`config.mk`:
```
export PLATFORM = sky130hd
export DESIGN_NAME = clk_div_prog
export DESIGN_NICKNAME = d
export VERILOG_FILES = /design/src/rtl/clk_div_pkg.sv /design/src/rtl/clk_div_core.sv /design/src/rtl/clk_div_prog.sv
export SDC_FILE = /design/constraint.sdc
export NUM_CORES = 1
export LEC_CHECK = 0
export BUFFER_PORTS_ARGS = -buffer_cell sky130_fd_sc_hd__clkbuf_2
export CORE_MARGIN = 3
export CORE_UTILIZATION = 45
export DETAILED_ROUTE_END_ITERATION = 8
export GPL_TIMING_DRIVEN = 0
export PLACE_DENSITY_LB_ADDON = 0.12
export RECOVER_POWER = 100
export SLEW_MARGIN = 20
export SYNTH_ARGS = -nofsm -noshare
export SYNTH_HDL_FRONTEND = slang
export SYNTH_SLANG_ARGS = --single-unit
```
`constraint.sdc`:
```
create_clock -name clk -period 7.6 [get_ports clk]
set_clock_uncertainty 0.1 [all_clocks]
set_input_delay 1.52 -clock clk [delete_from_list [all_inputs] [get_ports clk]]
set_output_delay 1.52 -clock clk [all_outputs]
set_load 0.05 [all_outputs]
```
`src/rtl/clk_div_pkg.sv`:
```
// Shared constants and helpers for the programmable clock divider.
package clk_div_pkg;

  localparam int DIV_W_DEF = 8;
  localparam int DIV_MIN   = 2;

  // Length of the high phase for divisor d; one bit wider than d so d = all-ones cannot overflow.
  function automatic logic [32:0] half_hi(input logic [31:0] d);
    return ({1'b0, d} + 33'd1) >> 1;
  endfunction

endpackage

```
`src/rtl/clk_div_core.sv`:
```
// Period counter, divided-clock flop and end-of-period tick for the programmable divider.
module clk_div_core
  import clk_div_pkg::*;
#(
  parameter int DIV_W = DIV_W_DEF
) (
  input  logic             clk,
  input  logic             reset,
  input  logic             en,
  input  logic [DIV_W-1:0] d,
  input  logic             apply,
  output logic             clk_div,
  output logic             tick
);

  logic [DIV_W-1:0] cnt;
  logic [DIV_W-1:0] cnt_next;
  logic [DIV_W-1:0] d_last;
  logic [DIV_W:0]   h;
  logic [DIV_W:0]   thr;
  logic             wrap;

  assign d_last   = d - DIV_W'(1);
  assign wrap     = (cnt == d_last);
  assign tick     = en & wrap;
  assign cnt_next = wrap ? '0 : cnt + DIV_W'(1);

  // The output goes high once the count reaches D-H, so odd divisors get the longer high phase.
  assign h   = (DIV_W+1)'(half_hi(32'(d)));
  assign thr = {1'b0, d} - h;

  always_ff @(posedge clk) begin
    if (!reset) begin
      cnt     <= '0;
      clk_div <= 1'b0;
    end else if (en) begin
      if (apply) begin
        cnt     <= '0;
        clk_div <= 1'b0;
      end else begin
        cnt     <= cnt_next;
        clk_div <= ({1'b0, cnt_next} >= thr);
      end
    end
  end

endmodule

```
`src/rtl/clk_div_prog.sv`:
```
// Programmable clock divider: divisor load, pending and error handling around clk_div_core.
module clk_div_prog
  import clk_div_pkg::*;
#(
  parameter int DIV_W   = DIV_W_DEF,
  parameter int DIV_RST = 6
) (
  input  logic             clk,
  input  logic             reset,
  input  logic             en,
  input  logic [DIV_W-1:0] div_in,
  input  logic             div_load,
  output logic             clk_div,
  output logic             tick,
  output logic [DIV_W-1:0] div_cur,
  output logic             pend,
  output logic             load_err
);

  if (DIV_RST < DIV_MIN || DIV_RST >= (1 << DIV_W)) begin : g_bad_div_rst
    $error("clk_div_prog: DIV_RST out of range 2..2^DIV_W-1");
  end

  logic [DIV_W-1:0] pend_div;
  logic             accept;
  logic             apply;

  assign accept = div_load && (div_in >= DIV_W'(DIV_MIN));
  // A new divisor only takes over at a period boundary, so the output never shows a runt pulse.
  assign apply  = tick && pend;

  clk_div_core #(
    .DIV_W (DIV_W)
  ) u_core (
    .clk     (clk),
    .reset   (reset),
    .en      (en),
    .d       (div_cur),
    .apply   (apply),
    .clk_div (clk_div),
    .tick    (tick)
  );

  always_ff @(posedge clk) begin
    if (!reset) begin
      div_cur  <= DIV_W'(DIV_RST);
      pend_div <= DIV_W'(DIV_RST);
      pend     <= 1'b0;
      load_err <= 1'b0;
    end else begin
      load_err <= div_load && !accept;
      if (apply) begin
        div_cur <= pend_div;
        pend    <= 1'b0;
      end
      // A load on the boundary cycle becomes pending after the old pending value is applied.
      if (accept) begin
        pend_div <= div_in;
        pend     <= 1'b1;
      end
    end
  end

endmodule
```
# Word-level counts from Yosys, hierarchy flattened
# Cells that the tools add are included.
[op_classes] eq_ne=1 n_bitwise=1 order_cmp=2 addsub=4 reduce_logical=5 mul=0 div=0 shift=0 mux=5
[op_table] cell="$mux 8" n=2
[op_table] cell="$add 8x1->9 const B" n=1
[op_table] cell="$ge 8x9->1" n=1
[op_table] cell="$sub 8x9->9" n=1
[op_table] cell="$add 8x1->8 const B" n=1
[op_table] cell="$eq 8x8->1" n=1
[op_table] cell="$ge 8x2->1 const B" n=1
[op_table] cell="$sub 8x1->8 const B" n=1
[op_table] cell="$logic_and 1x1->1" n=3
[op_table] cell="$mux 1" n=3
[op_table] cell="$reduce_bool 2->1" n=1
[op_table] cell="$and 1x1->1" n=1
[op_table] cell="$logic_not 1->1" n=1
[totals] input_bits=12 latchBits=0 mem_count=0 mem_bits_ro=0 wordCells=24 register_bits=27 ramBits=0

# Logic depth before layout (Yosys ltp)
[logic_depth] word_depth=6 ltp_mapped=16 mapped_depth_nobuf=14

# Hierarchy
# From an unflattened synthesis, not the netlist that was laid out.
[unflattened] cells_unflattened=261 area_unflattened_um2=2134.5
[by_module_without_submodules] module="clk_div_core" area_each_um2=1455.1 instances=1 cells_per_inst=185 seq_area_each_um2=180.2
[by_module_without_submodules] module="clk_div_prog" area_each_um2=679.4 instances=1 cells_per_inst=76 seq_area_each_um2=360.3

# Worst setup path before layout
# Ideal clock, no wire load.
[synth_timing] path_kind="reg2out" start="reg div_cur[1]" end="out tick" slack_ps=3207 t_arrival_ps=2773 path_buffers=0 stages_incl_launch_ff=9 required_time_ps=5980 cell_sequence="dfxtp_1 inv_1 ha_1 xor2_1 nand2_1 a2111oi_2 and2_4 nand2_1 nor2_1"
[synth_via] elab_chain_cells=3
[synth_rtl] item="start: declaration" line="clk_div_prog.sv:15" rtl="output logic [DIV_W-1:0] div_cur,"
[synth_rtl] item="start signal: assignment" line="clk_div_prog.sv:46" rtl="div_cur <= DIV_W'(DIV_RST);"
[synth_rtl] item="start signal: assignment" line="clk_div_prog.sv:53" rtl="div_cur <= pend_div;"
[synth_rtl] item="$sub 8x1->8" line="clk_div_core.sv:23" rtl="assign d_last = d - DIV_W'(1);"
[synth_rtl] item="$eq 8x8->1" line="clk_div_core.sv:24" rtl="assign wrap = (cnt == d_last);"
[synth_rtl] item="$and 1x1->1" line="clk_div_core.sv:25" rtl="assign tick = en & wrap;"
[synth_rtl] item="end: declaration" line="clk_div_prog.sv:14" rtl="output logic tick,"
# Every way passes these cells.

# Final worst setup path
# Same ends and word-level chain as after synthesis.

==> load_flow_metrics.sql <==
INSERT INTO impl_metrics (metric_group, metric, value, unit) VALUES
('sta', 'timing_worst_slew_pin_value', '0.604', 'ns'),
('synthesis', 'synth_edf_count', '0', ''),
('synthesis', 'ys_seq_area_frac', '0.257', ''),
('floorplan', 'top_level_ports', '24', ''),
('setup_path', 'critical_path.most_common_cell', 'sky130_fd_sc_hd__nand2_1', ''),
('global_route', 'wire_length_of_the_first_global_routing_pass', '7990', 'um'),
('route', 'wl_per_cell', '13.7', 'um'),
('floorplan', 'dieArea', '5530', 'um^2'),
('setup_path', 'worstPathRequired', '5.98', 'ns'),
('worst_hold_path', 'hp-class', 'reg -> reg', ''),
('clocking', 'cts.path.max_buffers', '2', ''),
('synthesis', 'ys_types', '46', ''),
('synthesis', 'postSynthNetCount', '293', ''),
('sta', 'achievable-frequency', '220', 'MHz'),
('clocking', 'number_of_resized_instances_in_the_post_cts_repair_step', '0', ''),
('global_route', 'antenna_found_initial', '0', ''),
('final_layout', 'area_occupied_by_multi_input_gates', '1420', 'um^2'),
('setup_path', 'critPathMaxFanout', '8', ''),
('setup_path', 'startpoint_type', 'flop', ''),
('route', 'postRouteAntennaNets', '0', ''),
('global_route', 'grt_max_degree', '17', ''),
('sta', 'timing_hold_violations_final', '0', ''),
('clocking', 'hold_buffers', '0', ''),
('route', 'drcViolationCount', '0', ''),
('route', 'wl', '4640', 'um'),
('final_layout', 'commonest_non_fill_non_tap_cell_in_the_layout', 'sky130_fd_sc_hd__nand2_1', ''),
('final_layout', 'final_net_count', '320', ''),
('setup_path', 'critical-path-max-stage-delay', '0.53', 'ns'),
('setup_path', 'critPathTopFamily', 'buffers and inverters', ''),
('sta', 'grt_setup_unrepaired', 'false', ''),
('floorplan', 'die_width', '74.3', 'um'),
('sta', 'final_min_period_over_clock_period', '0.599', ''),
('synthesis', 'yosysWarningCount', '0', ''),
('synthesis', 'synth_area_leader_cell', 'sky130_fd_sc_hd__dfxtp_1', ''),
('final_layout', 'final.fill_count', '500', ''),
('clocking', 'clk_root_buffer_cell', 'sky130_fd_sc_hd__clkbuf_8', ''),
('setup_path', 'cp_cell_sequence', 'inv_1, ha_1, xor2_1, nand2_1, a2111oi_0, and2_0, nand2_1, nor2_1, clkbuf_1', ''),
('sta', 'setup_viol', '0', ''),
('setup_path', 'crit_arrival', '2.93', 'ns'),
('final_layout', 'final_core_utilization', '0.512', ''),
('power_and_ir_drop', 'power-per-cell-area', '117', 'nW/um^2'),
('clocking', 'postCtsSetupBuffers', '0', ''),
('floorplan', 'die_h', '74.3', 'um'),
('global_route', 'first_global_vias', '1683', ''),
('synthesis', 'post-synth-top-area-fraction', '0.257', ''),
('power_and_ir_drop', 'fin_total_pwr', '266', 'uW'),
('sta', 'slew-limit-headroom', '0.596', ''),
('route', 'via_count', '1825', ''),
('global_route', 'track_usage', '0.186', ''),
('route', 'initialDrtViolationCount', '111', ''),
('clocking', 'clock_tree.htree_level_count', '1', ''),
('synthesis', 'ys_async_sr_fraction', '0', ''),
('floorplan', 'core', '4440', 'um^2'),
('final_layout', 'post_route_cells_drive_above_1_share', '0.0941', ''),
('synthesis', 'synth_top_cells_by_area', 'sky130_fd_sc_hd__dfxtp_1 (26%), sky130_fd_sc_hd__ha_1 (11%), sky130_fd_sc_hd__nand2_1 (6.1%)', ''),
('clocking', 'tritoncts', 'built', ''),
('synthesis', 'synth-main-ff-cell', 'sky130_fd_sc_hd__dfxtp_1', ''),
('job', 'cap_viol_max_count', '0', ''),
('sta', 'min_period', '4.55', 'ns'),
('power_and_ir_drop', 'cellLeakagePower', '0.00102', 'uW'),
('route', 'vias_per_cell', '5.38', ''),
('placement', 'gp_congestion', '0.837', ''),
('route', 'drt_pass1_iterations', '4', ''),
('clocking', 'clk_transition_reported_paths', '0.10', 'ns'),
('synthesis', 'synth_register_bits', '27', ''),
('final_layout', 'growth_of_design_area_from_synthesis_to_finish', '8.27', '%'),
('floorplan', 'rows', '24', ''),
('clocking', 'clk_latency', '0.28', 'ns'),
('status', 'run_status', 'finished, final reports clean', ''),
('setup_path', 'worst-path-buf-inv', '2', ''),
('synthesis', 'mappedNetlistArea', '2100', 'um^2');
## state kept, by name, summed over array words and instances (netlist names)
signal and cells:
load_err 1, pend 1, div_cur 8, pend_div 8, u_core.clk_div 1, u_core.cnt 8
## path summary, 6_finish.rpt
path / to / cells after the start / start / slack (ns)
setup / recovery: tick / 9 / div_cur[1]$_SDFFE_PN1P_ / 3.05
setup reg to reg: u_core.clk_div$_SDFFE_PN0P_ / 15 / div_cur[1]$_SDFFE_PN1P_ / 3.55
hold / removal: pend_div[7]$_SDFFE_PN0P_ / 2 / pend_div[7]$_SDFFE_PN0P_ / 0.37
hold reg to reg: pend_div[7]$_SDFFE_PN0P_ / 2 / pend_div[7]$_SDFFE_PN0P_ / 0.37
## power breakdown
group	total, uW	switching [uW]	internal (uW)
clock network	87.2	49.9	37.4
registers	149	2.99	146
logic	30.0	18.7	11.3
total	266	71.6	194
## metrics by stage
stage	worst slack, ns	instances	cell area, um^2	hold slack [ns]
finish	3.05	339	2280	0.366
floorplan	3.21	261	2100	0.334
CTS	3.35	339	2330	0.366
detailed placement	3.60	335	2280	0.350
global route	2.74	339	2280	0.383
global placement	3.59	335	2280	0.345
## cell families after synthesis
kind of cell    Yosys count  share of synthesized area
compound gates           46                      0.140
xor+xnor                 25                      0.104
fa+ha+maj                20                      0.123
buf+inv                  24                     0.0577
flops                    27                      0.257
mux                      10                     0.0476
simple gates            109                      0.270
## synth_stat cells, types with 3 or more instances
master,instances
sky130_fd_sc_hd__and3_1,8
sky130_fd_sc_hd__nand3_1,12
sky130_fd_sc_hd__buf_2,7
sky130_fd_sc_hd__nor2b_1,5
sky130_fd_sc_hd__a21oi_1,14
sky130_fd_sc_hd__xnor2_1,11
sky130_fd_sc_hd__mux2i_1,10
sky130_fd_sc_hd__clkbuf_1,6
sky130_fd_sc_hd__o21ai_0,15
sky130_fd_sc_hd__a21o_1,3
sky130_fd_sc_hd__nand2b_1,7
sky130_fd_sc_hd__nand2_1,34
sky130_fd_sc_hd__dfxtp_1,27
sky130_fd_sc_hd__ha_1,19
sky130_fd_sc_hd__inv_1,7
sky130_fd_sc_hd__nor2_1,18
sky130_fd_sc_hd__nor3_1,10
sky130_fd_sc_hd__xor2_1,14
## layer usage
metal / GRT usage / share of wire / vias to the layer above
met5: 0 / 0 / -
met4: 0.0534 / 0.012 / 0
met3: 0.0203 / 0.028 / 5
met2: 0.297 / 0.45 / 26
met1: 0.265 / 0.51 / 843
li1: - / - / 951
## worst register-to-register path, stage by stage (launching register included)
cell and delay (ns):
sky130_fd_sc_hd__dfxtp_1 0.53, sky130_fd_sc_hd__inv_1 0.15, sky130_fd_sc_hd__ha_1 0.35, sky130_fd_sc_hd__xor2_1 0.15, sky130_fd_sc_hd__nand2_1 0.06, sky130_fd_sc_hd__a2111oi_0 0.48
sky130_fd_sc_hd__o211a_1 0.24, sky130_fd_sc_hd__clkbuf_1 0.36, sky130_fd_sc_hd__or2_2 0.20, sky130_fd_sc_hd__ha_1 0.22, sky130_fd_sc_hd__nand2b_1 0.15, sky130_fd_sc_hd__a21o_1 0.18
sky130_fd_sc_hd__a21oi_1 0.13, sky130_fd_sc_hd__o21ai_0 0.11, sky130_fd_sc_hd__a221oi_1 0.40, sky130_fd_sc_hd__o41ai_1 0.14
## cell type report
| class | count | area share |
|---|---|---|
| multi-input combinational | 210 | 0.622 |
| sequential | 27 | 0.237 |
| timing repair buffer | 22 | 0.0407 |
| buffer | 17 | 0.0379 |
| tap | 52 | 0.0286 |
| clock buffer | 3 | 0.0181 |
| inverter | 7 | 0.0115 |
| clock inverter | 1 | 0.00330 |
(Power assumes the default switching activity.)
